File: config.mk
export PLATFORM = sky130hd
export DESIGN_NAME = full_adder_2bit_flat
export DESIGN_NICKNAME = d
export VERILOG_FILES = /design/src/rtl/full_adder_2bit_pkg.sv /design/src/rtl/full_adder_2bit_if.sv /design/src/rtl/full_adder_2bit_cell.sv /design/src/rtl/full_adder_2bit.sv /design/src/flat_wrapper.sv
export SDC_FILE = /design/constraint.sdc
export NUM_CORES = 1
export LEC_CHECK = 0
export ABC_CLOCK_PERIOD_IN_PS = 850
export BUFFER_PORTS_ARGS = -buffer_cell sky130_fd_sc_hd__buf_2
export CORE_AREA = 2 2 39 41
export CTS_CLUSTER_DIAMETER = 80
export DETAILED_ROUTE_END_ITERATION = 16
export DIE_AREA = 0 0 41 43
export PLACE_DENSITY_LB_ADDON = 0.1
export SLEW_MARGIN = 30
export SYNTH_ARGS = -nofsm -noshare
export SYNTH_HDL_FRONTEND = slang
export SYNTH_HIERARCHICAL = 1
export SYNTH_SLANG_ARGS = --single-unit
File: constraint.sdc
create_clock -name clk -period 0.85 [get_ports clk]
set_input_delay 0.0425 -clock clk [delete_from_list [all_inputs] [get_ports clk]]
set_output_delay 0.0425 -clock clk [all_outputs]
set_load 0.02 [all_outputs]
File: src/rtl/full_adder_2bit_pkg.sv
// Shared types for the 2-bit-result full adder: the packed {c_out, s} result
// word and a helper that assembles it from the individual bits.
package full_adder_2bit_pkg;

  typedef struct packed {
    logic c_out;
    logic s;
  } fa_result_t;

  function automatic fa_result_t fa_pack(input logic s, input logic c_out);
    fa_result_t r;
    r.s     = s;
    r.c_out = c_out;
    return r;
  endfunction

endpackage

File: src/rtl/full_adder_2bit_if.sv
// Operand/result bundle for full_adder_2bit; master drives operands and
// in_valid, slave returns sum, carry and out_valid.
interface full_adder_2bit_if;
  import full_adder_2bit_pkg::*;

  logic a;
  logic b;
  logic c_in;
  logic in_valid;
  logic s;
  logic c_out;
  logic out_valid;

  modport master (
    output a, b, c_in, in_valid,
    input  s, c_out, out_valid
  );

  modport slave (
    input  a, b, c_in, in_valid,
    output s, c_out, out_valid
  );

endinterface

File: src/rtl/full_adder_2bit_cell.sv
// Pure combinational one-bit full adder: sum is the three-way parity,
// carry is the majority of the three inputs.
module full_adder_cell
  import full_adder_2bit_pkg::*;
(
  input  logic a,
  input  logic b,
  input  logic c_in,
  output logic s,
  output logic c_out
);

  assign s     = a ^ b ^ c_in;
  assign c_out = (a & b) | (a & c_in) | (b & c_in);

endmodule

File: src/rtl/full_adder_2bit.sv
// Full adder producing {c_out, s} = a + b + c_in, with an optional single
// output register stage selected by REGISTERED.
module full_adder_2bit
  import full_adder_2bit_pkg::*;
#(
  parameter bit REGISTERED = 1'b1
) (
  input  logic                 clk,
  input  logic                 rst_n,
  full_adder_2bit_if.slave     bus
);

  logic       s_p0;
  logic       c_out_p0;
  fa_result_t sum_p0;

  full_adder_cell u_cell (
    .a     (bus.a),
    .b     (bus.b),
    .c_in  (bus.c_in),
    .s     (s_p0),
    .c_out (c_out_p0)
  );

  assign sum_p0 = fa_pack(s_p0, c_out_p0);

  generate
    if (REGISTERED) begin : g_reg
      fa_result_t sum_p1;
      logic       vld_p1;

      // p0 -> p1: result only captured on valid so X operands cannot leak in
      always_ff @(posedge clk or negedge rst_n) begin
        if (!rst_n) begin
          sum_p1 <= '0;
          vld_p1 <= 1'b0;
        end else begin
          vld_p1 <= bus.in_valid;
          if (bus.in_valid) begin
            sum_p1 <= sum_p0;
          end
        end
      end

      assign bus.s         = sum_p1.s;
      assign bus.c_out     = sum_p1.c_out;
      assign bus.out_valid = vld_p1;
    end else begin : g_comb
      logic unused_clk_rst;
      assign unused_clk_rst = &{1'b0, clk, rst_n};

      assign bus.s         = sum_p0.s;
      assign bus.c_out     = sum_p0.c_out;
      assign bus.out_valid = bus.in_valid;
    end
  endgenerate

endmodule

File: src/flat_wrapper.sv
// flat-port wrapper written by rule: the top's interface ports become plain ports
module full_adder_2bit_flat import full_adder_2bit_pkg::*;
#(
  parameter bit REGISTERED = 1'b1
)
  (clk, rst_n, bus_a, bus_b, bus_c_in, bus_in_valid, bus_s, bus_c_out, bus_out_valid);
  full_adder_2bit_if bus_i ();
  input  logic clk;
  input  logic rst_n;
  input wire logic [$bits(bus_i.a)-1:0] bus_a;
  input wire logic [$bits(bus_i.b)-1:0] bus_b;
  input wire logic [$bits(bus_i.c_in)-1:0] bus_c_in;
  input wire logic [$bits(bus_i.in_valid)-1:0] bus_in_valid;
  output wire logic [$bits(bus_i.s)-1:0] bus_s;
  output wire logic [$bits(bus_i.c_out)-1:0] bus_c_out;
  output wire logic [$bits(bus_i.out_valid)-1:0] bus_out_valid;
  assign bus_i.a = bus_a;
  assign bus_i.b = bus_b;
  assign bus_i.c_in = bus_c_in;
  assign bus_i.in_valid = bus_in_valid;
  assign bus_s = bus_i.s;
  assign bus_c_out = bus_i.c_out;
  assign bus_out_valid = bus_i.out_valid;
  full_adder_2bit #(.REGISTERED(REGISTERED)) u_core (.clk(clk), .rst_n(rst_n), .bus(bus_i));
endmodule
; After elaboration in Yosys (flattened, before gate mapping)
; Cells that the tools add are included.
[totals]
word_cells = 10
output_inout_bits = 3
regBits = 3
input_bits = 6
[classes]
bitwise = 7
[op_table]
columns = op, count
row1 = $and A1 B1 Y1, 3
row2 = $or A1 B1 Y1, 2
row3 = $xor A1 B1 Y1, 2

; Depth between registers and ports, before layout
; Gate-level depths: netlist of the first run.
[logic_depth]
depth_word = 3
depth_mapped = 2
ltp_nobuf = 2

; Modules after synthesis
; Netlist of the first run, hierarchy kept.
[by_module_without_submodules]
columns = mod, cells_each, seq_area_each_um2, area_per_inst_um2, n_inst
row1 = full_adder_2bit, 5, 75.1, 97.6, 1
row2 = full_adder_cell, 1, 0.0, 20.0, 1

; Worst setup path after synthesis of the first run
; Ideal clock, no wire load.
[synth_path]
path_type = input -> register
startpoint = in bus_a
endpoint = reg u_core.g_reg.sum_p1 (netlist bit u_core/bus.s)
path_buffers = 0
t_required_ps = 725
path_slack_ps = -18
t_arrival_ps = 744
path_stages = 2
setup_time_ps = 125
path_cell_list = fa_1 > mux2_2
[synth_between]
elab_chain_cells = 2
[synth_rtl]
columns = element, line
row1 = from (decl), flat_wrapper.sv:10  ; input wire logic [$bits(bus_i.a)-1:0] bus_a;
row2 = $xor A1 B1 Y1 (2 in a row), full_adder_2bit_cell.sv:13  ; assign s = a ^ b ^ c_in;
row3 = to (signal assigned), full_adder_2bit.sv:40  ; sum_p1 <= sum_p0;
row4 = to (decl), full_adder_2bit.sv:29  ; fa_result_t sum_p1;
; No other way between the ends.
; A chain may end at the register's enable or synchronous reset.

; Final worst setup path of the first run
[layout_path]
startpoint = reg u_core.g_reg.sum_p1 (netlist bit u_core/bus.s)
endpoint = out bus_s
[layout_lines]
columns = element, line
row1 = to (decl), flat_wrapper.sv:14  ; output wire logic [$bits(bus_i.s)-1:0] bus_s;
; No word-level cell between the ends.

==> results.txt, run 1 <==
----------------------------------------------------
[Outcome]
  Run status ... complete, no violations

[Routing]
  DRC ... 0
  Count of routing violations after the opening detailed-route iteration ... 1
  Routed wire per std cell ... 8.11 um
  DR vias ... 92
  ANT nets after route ... 0
  Via-to-Cell Ratio ... 2.56
  Total Wirelength ... 292 um
  Router iterations before antenna repair ... 2

[Critical path]
  Critical path cell sequence ... buf_2
  Crit Path Class ... reg -> out
  Data required time at the worst endpoint ... 0.81 ns
  Crit start category ... flip-flop
  Top fanout value on the critical path ... 2
  Worst EP arrival ... 0.76 ns
  Critical path endpoint category ... output pin
  Delay of the slowest cell on the worst path ... 0.37 ns
  Slowest cell on the critical path ... dfrtp_1
  Buffer and inverter count on the worst path ... 1
  Cell family contributing the most delay on the critical path ... flip-flops

[Yosys]
  Async set or reset register ratio after synthesis ... 1.00
  Most common flop cell mapped by yosys ... dfrtp_1
  Share of synthesized area occupied by flip-flops and latches ... 0.638
  Area share of the largest cell type after synthesis ... 0.638
  Post-synthesis mux area share ... 0.191
  Library cell with the largest summed area after synthesis ... dfrtp_1
  Mean cell area of the mapped netlist ... 19.6 um^2
  Number of instances in the synthesized netlist ... 6
  Xor/xnor share of the synthesized area ... 0
  Number of different library cells in the post-synthesis netlist ... 3
  Main combinational cell family by area after synthesis ... multiplexers
  Fraction of the mapped netlist area in simple logic gates ... 0
  Number of flops mapped to enable cells by yosys ... 0
  Total of warnings raised by yosys ... 6
  List of most frequent post-synthesis cells ... dfrtp_1 (3), mux2_2 (2), fa_1 (1)
  Adder and majority cell fraction of the synthesized area ... 0.170
  Main area contributors after synthesis ... dfrtp_1 (64%), mux2_2 (19%), fa_1 (17%)
  Post-Syn Area ... ~120 um^2
  Number of storage elements in the synthesis netlist ... 3
  Cell with the most instances after synthesis ... dfrtp_1
  Synth Area in Compound Gates ... 0
  Post-Syn Nets ... 13

[Global route]
  Total Routing Usage GR ... 0.0433
  Number of antenna violations at the first check in global routing ... 0
  Global-route wire length before repair ... 386 um
  Largest net degree at the start of global routing ... 4
  Vias in the first global route ... between 90 and 100
  Total congestion overflow after global routing ... 0

[STA]
  Slew Limit Fails ... 0
  Share of the cycle needed by the critical path after routing ... 0.944
  Count of final hold-check violations ... 0
  Count of endpoints failing setup in the final report ... 0
  Worst Clk Skew ... 0 ns
  Shortest clock period the worst path allows after layout ... between 0.8 and 0.9 ns
  Transition at the pin with the smallest max-transition slack ... 0.111 ns
  Total Neg Setup Slack ... 0 ns
  Maximum clock frequency ... between 1000 and 1500 MHz
  Worst slew margin relative to its limit ... 0.926
  RSZ-0062 raised after global routing ... false

[Floorplan]
  Die Area ... 0.00176 mm^2
  Die span in x ... 41 um
  Floorplan row count ... 14
  Vert. Die Dim ... around 43 um
  Area of the core ... roughly 0.0014 mm^2
  Number of top-level pins ... 9
  Starting density of the core ... 0.0850

[Worst hold path]
  Class of the most critical hold timing path ... in -> reg

[Pwr]
  Power Dens Cells ... 2260 mW/mm^2
  Peak VDD IR ... 0.000356 V
  P_leak ... 0.105 nW

[Place]
  Number of port buffers ... 8
  Post-detail-place hpwl ... between 200 and 250 um
  Routability congestion estimate ... between 0.5 and 0.6

[Layout]
  Finished Core Util ... 0.162
  Ant diodes ... 0
  NumNets Final ... 28
  Signed area change from the synthesized netlist to the final layout ... 90.4%
  Layout cells sized above 1 ... 0.650
  Filler cells ... 153

[Clock network]
  Post-CTS setup buffer count ... 0
  Worst-case clock buffer depth ... 2
  CTS Buf Count ... 3
  TritonCTS clock tree ... built
  CTS resizes ... 0
  Clock slew at reported path FFs ... 0.04 ns
  Maximum level of the CTS H-tree ... 1
  Sinks on Clock Net ... 3
  Later-pin clock latency in the skew report ... about 0.23 ns
  Clock tree root buffer cell ... clkbuf_4

[Flow run]
  Reported max-cap violation count ... 0

----------------------------------------------------
layout make-up:
type                       count  area [um^2]  share of cell area
timing repair buffer          10         60.1               0.268
multi-input combinational      3         42.5               0.190
tap                           16         20.0              0.0894
clock buffer                   4         26.3               0.117
sequential                     3         75.1               0.335
worst paths after layout:
check                                  from              endpoint  slack [ns]  cells after the start
setup / recovery               u_core/bus.s                 bus_s        0.05                      1
hold / removal                 bus_in_valid      u_core/bus.c_out         0.1                      2
setup reg to reg               u_core/bus.s          u_core/bus.s        0.11                      1
hold reg to reg            u_core/bus.c_out      u_core/bus.c_out        0.50                      1
max in group asynchronous             rst_n      u_core/bus.c_out        0.61                      2
min in group asynchronous             rst_n  u_core/bus.out_valid        0.14                      2
where the power goes:
part | internal (mW) | switching, mW | total [mW] | leakage [nW]
clock | 0.176 | 0.0716 | 0.247 | 0.0150
combinational | 0.0422 | 0.0462 | 0.0884 | 0.0550
sequential | 0.162 | 0.00800 | 0.170 | 0.0350
total | 0.380 | 0.126 | 0.505 | 0.105
cell usage in the layout (no fill, tap or decap), drive strengths merged:
master / synthesis / routed
clkbuf: 0 / 4
dlygate4sd3: 0 / 2
buf: 0 / 8
dfrtp: 3 / 3
mux2: 2 / 2
fa: 1 / 1
flip-flops by register name (all words and copies together) (netlist names):
| name | flops |
|---|---|
| u_core/bus.s | 1 |
| u_core/bus.c_out | 1 |
| u_core/bus.out_valid | 1 |
layer usage:
metal / up-vias / routed length, um / track usage
met5: - / 0 / 0
met3: 0 / 54 / 0.0471
met2: 9 / 87 / 0.0344
met1: 36 / 150 / 0.0455
li1: 47 / - / -
met4: 0 / 0 / 0.0600
through the flow:
| stage | instances | cell area, um^2 | hold WS [ns] | worst slack (ns) | power, mW |
|---|---|---|---|---|---|
| after floorplan | 6 | 118 | -0.253 | -0.0184 | 0.213 |
| after global placement | 30 | 178 | -0.158 | -0.169 | 0.256 |
| after detailed placement | 30 | 178 | -0.159 | -0.149 | 0.254 |
| after CTS | 36 | 224 | 0.0848 | 0.0345 | 0.522 |
| after global routing | 36 | 224 | 0.0981 | 0.0228 | 0.532 |
| final | 36 | 224 | 0.0963 | 0.0473 | 0.505 |
logic make-up (layout without fill, tap and decap cells):
kind of cell	after synthesis	after routing
buf+inv	0	14
mux	2	2
flops	3	3
fa+ha+maj	1	1
what timing repair did:
action                                 4_1_cts  5_1_grt
endpoints found under the hold margin        4        0
setup endpoints to repair                    0        0
hold buffers                                 2        0
Note: power is estimated with default switching activity, not from simulation.
==> run 2: changes to the inputs <==
--- a/config.mk
+++ b/config.mk
@@ -11,6 +11,7 @@
 export CTS_CLUSTER_DIAMETER = 80
 export DETAILED_ROUTE_END_ITERATION = 16
 export DIE_AREA = 0 0 41 43
+export GPL_TIMING_DRIVEN = 0
 export PLACE_DENSITY_LB_ADDON = 0.1
 export SLEW_MARGIN = 30
 export SYNTH_ARGS = -nofsm -noshare
==> run 2 against run 1 <==
  * Fmax increased by 0.62%
  * Largest power group unchanged
  * Total power up 0.34%
  * Global-route usage rose by 0.30 points
  * Register-to-register slack about the same
  * Largest cell class unchanged
  * Via count increased by 6.5%
  * Worst setup slack better by 0.0049 ns
  * Clock power barely moved
  * Highest routed layer unchanged
==> results.txt, run 2 (same netlist as run 1, synthesis figures left out) <==
----------------------------------------------------
[STA]
  Share of the cycle needed by the critical path after routing ... 0.939 (-0.00582)
  Final-layout worst hold slack ... 0.0956 ns (-0.000733 ns)
  Worst Clk Skew ... 0 ns (unchanged)
  Maximum clock frequency ... 1250 MHz (+0.62%)
  Fin worst setup slack ... 0.0522 ns (+0.00494 ns)
  Worst slew margin relative to its limit ... 0.926 (about the same)
  Shortest clock period the worst path allows after layout ... 0.798 ns (-0.00494 ns)
  Slew Limit Fails ... 0 (unchanged)
  Transition at the pin with the smallest max-transition slack ... 0.112 ns (+0.000393 ns)
  Count of endpoints failing setup in the final report ... 0 (unchanged)
  Count of final hold-check violations ... 0 (unchanged)
  RSZ-0062 raised after global routing ... false

[Floorplan]
  Starting density of the core ... 0.0850 (unchanged)
  Die Area ... 0.00176 mm^2 (unchanged)
  Floorplan row count ... 14 (unchanged)
  Vert. Die Dim ... 43 um (unchanged)
  Area of the core ... 0.00138 mm^2 (unchanged)
  Die span in x ... 41 um (unchanged)
  Number of top-level pins ... 9 (unchanged)

[Global route]
  Global-route wire length before repair ... 441 um (+14%)
  Number of antenna violations at the first check in global routing ... 0 (unchanged)
  Vias in the first global route ... 117 (+18%)
  Total Routing Usage GR ... 0.0463 (+0.00302)
  Largest net degree at the start of global routing ... 4 (unchanged)
  Total congestion overflow after global routing ... 0 (unchanged)

[Critical path]
  Worst r2r dst ... u_core/bus.s
  Worst setup endpoint ... bus_s
  Worst Reg-to-Reg Cells ... 1 (unchanged)
  Top fanout value on the critical path ... 2 (unchanged)
  Crit start category ... flip-flop
  Worst EP arrival ... 0.76 ns (about the same)
  Count of cell instances traversed by the critical path ... 1 (unchanged)
  Critical path endpoint category ... output pin
  Delay of the slowest cell on the worst path ... 0.36 ns (about the same)
  Crit Path Class ... reg -> out
  Cell family contributing the most delay on the critical path ... flip-flops
  Critical path cell sequence ... buf_2
  Slowest cell on the critical path ... dfrtp_1
  Data required time at the worst endpoint ... 0.81 ns (about the same)
  Buffer and inverter count on the worst path ... 1 (unchanged)
  Critical Path Source ... u_core/bus.s
  Register-to-register setup slack ... 0.12 ns (about the same)
  Origin of the critical flop-to-flop path ... u_core/bus.s

[Routing]
  ANT nets after route ... 0 (unchanged)
  Router iterations before antenna repair ... 1 (-1)
  Routed wire per std cell ... 8.25 um (+1.7%)
  DRC ... 0 (unchanged)
  Total Wirelength ... 297 um (+1.7%)
  Count of routing violations after the opening detailed-route iteration ... 0 (-1)
  Via-to-Cell Ratio ... 2.72 (+6.5%)
  DR vias ... 98 (+6.5%)

[Layout]
  Most frequent standard cell in the layout excluding fill and tap cells ... buf_2
  Signed area change from the synthesized netlist to the final layout ... 90.4% (unchanged)
  Ant diodes ... 0 (unchanged)
  Layout cells sized above 1 ... 0.650 (unchanged)
  Most frequent cells in the layout ... buf_2 (8), clkbuf_4 (3), dfrtp_1 (3)
  Non-Filler Cell Area, Final ... 224 um^2 (unchanged)
  Finished Core Util ... 0.162 (unchanged)
  NumNets Final ... 28 (unchanged)

[Pwr]
  Peak VDD IR ... 0.000407 V (+14%)
  Power, Total ... 507 uW (+0.34%)
  Combinational cell fraction of total power ... 0.176 (about the same)
  P_leak ... 0.105 nW (unchanged)
  Part of the total power dissipated in sequential elements ... 0.333 (-0.003)
  Switching share of total power ... 0.250 (+0.00111)
  Switching Power ... 127 uW (+0.79%)
  Power Dens Cells ... 2260 mW/mm^2 (+0.34%)
  Internal ... 380 uW (+0.19%)
  Clock group share of total power ... 0.491 (about the same)

[Place]
  Number of port buffers ... 8 (unchanged)
  Routability congestion estimate ... 0.561 (+0.16%)
  Area after detailed placement ... 178 um^2 (unchanged)
  Pre-CTS worst setup slack ... -0.167 ns (-0.0176 ns)

[Clock network]
  TritonCTS clock tree ... built
  Worst-case clock buffer depth ... 2 (unchanged)
  Clock tree root buffer cell ... clkbuf_4
  Post-CTS setup buffer count ... 0 (unchanged)
  Sinks on Clock Net ... 3 (unchanged)
  CTS resizes ... 0 (unchanged)
  Clock slew at reported path FFs ... 0.04 ns (about the same)
  Later-pin clock latency in the skew report ... 0.23 ns (about the same)
  Maximum level of the CTS H-tree ... 1 (unchanged)
  CTS Buf Count ... 3 (unchanged)

[Flow run]
  Reported max-cap violation count ... 0 (unchanged)

[Outcome]
  Run status ... complete, no violations

[Worst hold path]
  Class of the most critical hold timing path ... in -> reg

----------------------------------------------------
[run 2: cell counts in the layout (fill, tap and decap cells not counted)]
No cell type changed its count.
[run 2: per-layer routing]
layer | part of all wire | routed length [um] | track usage
met4 | 0 | 0 | 0.0600
met2 | 0.28 | 84 | 0.0344
met1 | 0.49 | 147 | 0.0519
met5 | 0 | 0 | 0
met3 | 0.22 | 66 | 0.0524
[run 2: stage by stage]
stage          setup TNS [ns]  std cells
3_5_place_dp           -0.285         30
5_1_grt                     0         36
4_1_cts                     0         36
6_report                    0         36
2_1_floorplan         -0.0184          6
3_3_place_gp           -0.292         30
[run 2: cell type report]
type                       count  area, um^2
fill                         156        1160
sequential                     3        75.1
clock buffer                   4        26.3
multi-input combinational      3        42.5
tap                           16        20.0
timing repair buffer          10        60.1
[run 2: what timing repair did]
item / in CTS / in global routing
hold buffers: 2 / 0
hold endpoints to repair: 4 / 0
endpoints found under the setup margin: 0 / 0
[run 2: worst min-delay path by stage]
stage                     slack, ns         start                   end  depth (start not counted)
after CTS                      0.08  bus_in_valid          u_core/bus.s                          2
final                           0.1  bus_in_valid          u_core/bus.s                          2
after global routing           0.11  bus_in_valid      u_core/bus.c_out                          2
after floorplan               -0.25         rst_n      u_core/bus.c_out                          0
after global placement        -0.16         rst_n  u_core/bus.out_valid                          1
after detailed placement      -0.16         rst_n          u_core/bus.s                          1
[run 2: power by group through the flow]
stage	registers, mW	clock network (mW)	logic, mW
finish	0.169	0.249	0.0894
global route	0.170	0.273	0.0983
CTS	0.169	0.266	0.0902
detailed placement	0.171	0	0.0829
global placement	0.171	0	0.0844
floorplan	0.194	0	0.0187
==> run 3: changes to the inputs <==
--- a/config.mk
+++ b/config.mk
@@ -13,6 +13,7 @@
 export DIE_AREA = 0 0 41 43
 export GPL_TIMING_DRIVEN = 0
 export PLACE_DENSITY_LB_ADDON = 0.1
+export RECOVER_POWER = 25
 export SLEW_MARGIN = 30
 export SYNTH_ARGS = -nofsm -noshare
 export SYNTH_HDL_FRONTEND = slang
==> run 3 against run 2 <==
  * Sequential power about the same
  * Flip-flop and latch count unchanged
  * Clock power about the same
  * Register-to-register slack about the same
  * Global-route usage unchanged
  * Worst hold slack about the same
  * Worst setup slack got worse by 0.0019 ns
  * Combinational power decreased by 0.9%
  * Critical path type unchanged
  * Highest routed layer unchanged
==> results.txt, run 3 (same netlist as run 1, synthesis figures left out) <==
----------------------------------------------------
[Layout]
  NumNets Final ... 28 (unchanged)
  Non-Filler Cell Area, Final ... 223 um^2 (-0.56%)
  Layout cells sized above 1 ... 0.600 (-0.0500)
  Most frequent standard cell in the layout excluding fill and tap cells ... buf_2
  Most frequent cells in the layout ... buf_2 (7), clkbuf_4 (3), dfrtp_1 (3)
  Ant diodes ... 0 (unchanged)
  Signed area change from the synthesized netlist to the final layout ... 89.4%

[Critical path]
  Buffer and inverter count on the worst path ... 1 (unchanged)
  Delay of the slowest cell on the worst path ... 0.37 ns (about the same)
  Critical Path Source ... u_core/bus.s
  Critical path endpoint category ... output pin
  Worst setup endpoint ... bus_s
  Count of cell instances traversed by the critical path ... 1 (unchanged)
  Worst Reg-to-Reg Cells ... 1 (unchanged)
  Crit Path Class ... reg -> out
  Top fanout value on the critical path ... 2 (unchanged)
  Critical path cell sequence ... buf_2
  Data required time at the worst endpoint ... 0.81 ns (about the same)
  Cell family contributing the most delay on the critical path ... flip-flops
  Register-to-register setup slack ... 0.11 ns (about the same)
  Worst EP arrival ... 0.76 ns (about the same)
  Crit start category ... flip-flop
  Origin of the critical flop-to-flop path ... u_core/bus.s
  Worst r2r dst ... u_core/bus.s
  Slowest cell on the critical path ... dfrtp_1

[Clock network]
  Sinks on Clock Net ... 3 (unchanged)
  Worst-case clock buffer depth ... 2 (unchanged)
  CTS Buf Count ... 3 (unchanged)
  Later-pin clock latency in the skew report ... 0.23 ns (about the same)
  Clock tree root buffer cell ... clkbuf_4
  Clock slew at reported path FFs ... 0.04 ns (about the same)
  Maximum level of the CTS H-tree ... 1 (unchanged)
  TritonCTS clock tree ... built
  CTS resizes ... 0 (unchanged)

[STA]
  Count of final hold-check violations ... 0 (unchanged)
  RSZ-0062 raised after global routing ... false
  Slew Limit Fails ... 0 (unchanged)
  Worst slew margin relative to its limit ... 0.902 (-0.0243)
  Shortest clock period the worst path allows after layout ... 0.800 ns (+0.00189 ns)
  Count of endpoints failing setup in the final report ... 0 (unchanged)
  Worst Clk Skew ... 0 ns (unchanged)
  Share of the cycle needed by the critical path after routing ... 0.941 (+0.00222)
  Fin worst setup slack ... 0.0503 ns (-0.00189 ns)
  Transition at the pin with the smallest max-transition slack ... 0.147 ns (+0.0356 ns)
  Maximum clock frequency ... 1250 MHz (-0.24%)

[Floorplan]
  Die span in x ... 41 um (unchanged)
  Number of top-level pins ... 9 (unchanged)
  Vert. Die Dim ... 43 um (unchanged)
  Floorplan row count ... 14 (unchanged)
  Die Area ... 0.00176 mm^2 (unchanged)
  Area of the core ... 0.00138 mm^2 (unchanged)
  Starting density of the core ... 0.0850 (unchanged)

[Place]
  Number of port buffers ... 8 (unchanged)
  Area after detailed placement ... 178 um^2 (unchanged)
  Routability congestion estimate ... 0.561 (unchanged)
  Pre-CTS worst setup slack ... -0.167 ns (unchanged)

[Flow run]
  Reported max-cap violation count ... 0 (unchanged)

[Routing]
  DR vias ... 99 (+1.0%)
  DRC ... 0 (unchanged)
  Routed wire per std cell ... 8.14 um (-1.3%)
  Count of routing violations after the opening detailed-route iteration ... 0 (unchanged)
  Total Wirelength ... 293 um (-1.3%)
  Via-to-Cell Ratio ... 2.75 (+1.0%)
  ANT nets after route ... 0 (unchanged)
  Router iterations before antenna repair ... 1 (unchanged)

[Global route]
  Total congestion overflow after global routing ... 0 (unchanged)
  Total Routing Usage GR ... 0.0463 (unchanged)
  Global-route wire length before repair ... 441 um (unchanged)
  Layer with the highest usage after global routing ... met4
  Met2 Usage GRT ... 0.0344 (unchanged)
  Global-route met3 utilization ... 0.0524 (unchanged)
  Largest net degree at the start of global routing ... 4 (unchanged)
  Number of antenna violations at the first check in global routing ... 0 (unchanged)
  Met1 GRT Util ... 0.0519 (unchanged)
  Vias in the first global route ... 117 (unchanged)

[Pwr]
  Peak VDD IR ... 0.000428 V (+5.2%)
  P_leak ... 0.102 nW (-2.6%)
  Power, Total ... 507 uW (-0.11%)
  Power Dens Cells ... 2270 mW/mm^2 (+0.45%)

[Worst hold path]
  Class of the most critical hold timing path ... in -> reg

[Outcome]
  Run status ... complete, no violations

----------------------------------------------------
run 3: cell types whose count changed in the layout (fill, tap and decap cells not counted):
cell      change
buf_2         -1
clkbuf_1      +1
run 3: power breakdown:
group          internal [mW]  switching [mW]
logic                 0.0422          0.0465
clock network          0.176          0.0731
registers              0.162         0.00741
total                  0.380           0.127
run 3: stage by stage:
stage,hold WS (ns),cells,utilization,TNS (ns)
after floorplan,-0.253,6,-,-0.0184
after global placement,-0.157,30,0.128,-0.292
after detailed placement,-0.161,30,0.128,-0.285
after CTS,0.0810,36,0.162,0
after global routing,0.107,36,0.161,0
final,0.0956,36,0.161,0
run 3: layout make-up:
class                      instances  area (um^2)
clock buffer                       4         26.3
sequential                         3         75.1
multi-input combinational          3         42.5
fill                             157         1160
tap                               16         20.0
timing repair buffer              10         58.8
run 3: metal layers:
| layer | wire length [um] | up-vias |
|---|---|---|
| li1 | - | 47 |
| met1 | 143 | 43 |
| met2 | 83 | 9 |
| met3 | 66 | 0 |
| met4 | 0 | 0 |
| met5 | 0 | - |
run 3: how the worst min path moves through the flow:
stage | start | endpoint | slack [ns] | depth (start not counted)
floorplan | rst_n | u_core/bus.c_out | -0.25 | 0
global placement | rst_n | u_core/bus.out_valid | -0.16 | 1
finish | bus_in_valid | u_core/bus.s | 0.1 | 2
global route | bus_in_valid | u_core/bus.c_out | 0.11 | 2
CTS | bus_in_valid | u_core/bus.s | 0.08 | 2
detailed placement | rst_n | u_core/bus.s | -0.16 | 1
run 3: what timing repair did:
item                                   4_1_cts  5_1_grt
setup endpoints to repair                    0        0
buffers inserted                             0        0
endpoints found under the hold margin        4        0
hold buffers                                 2        0
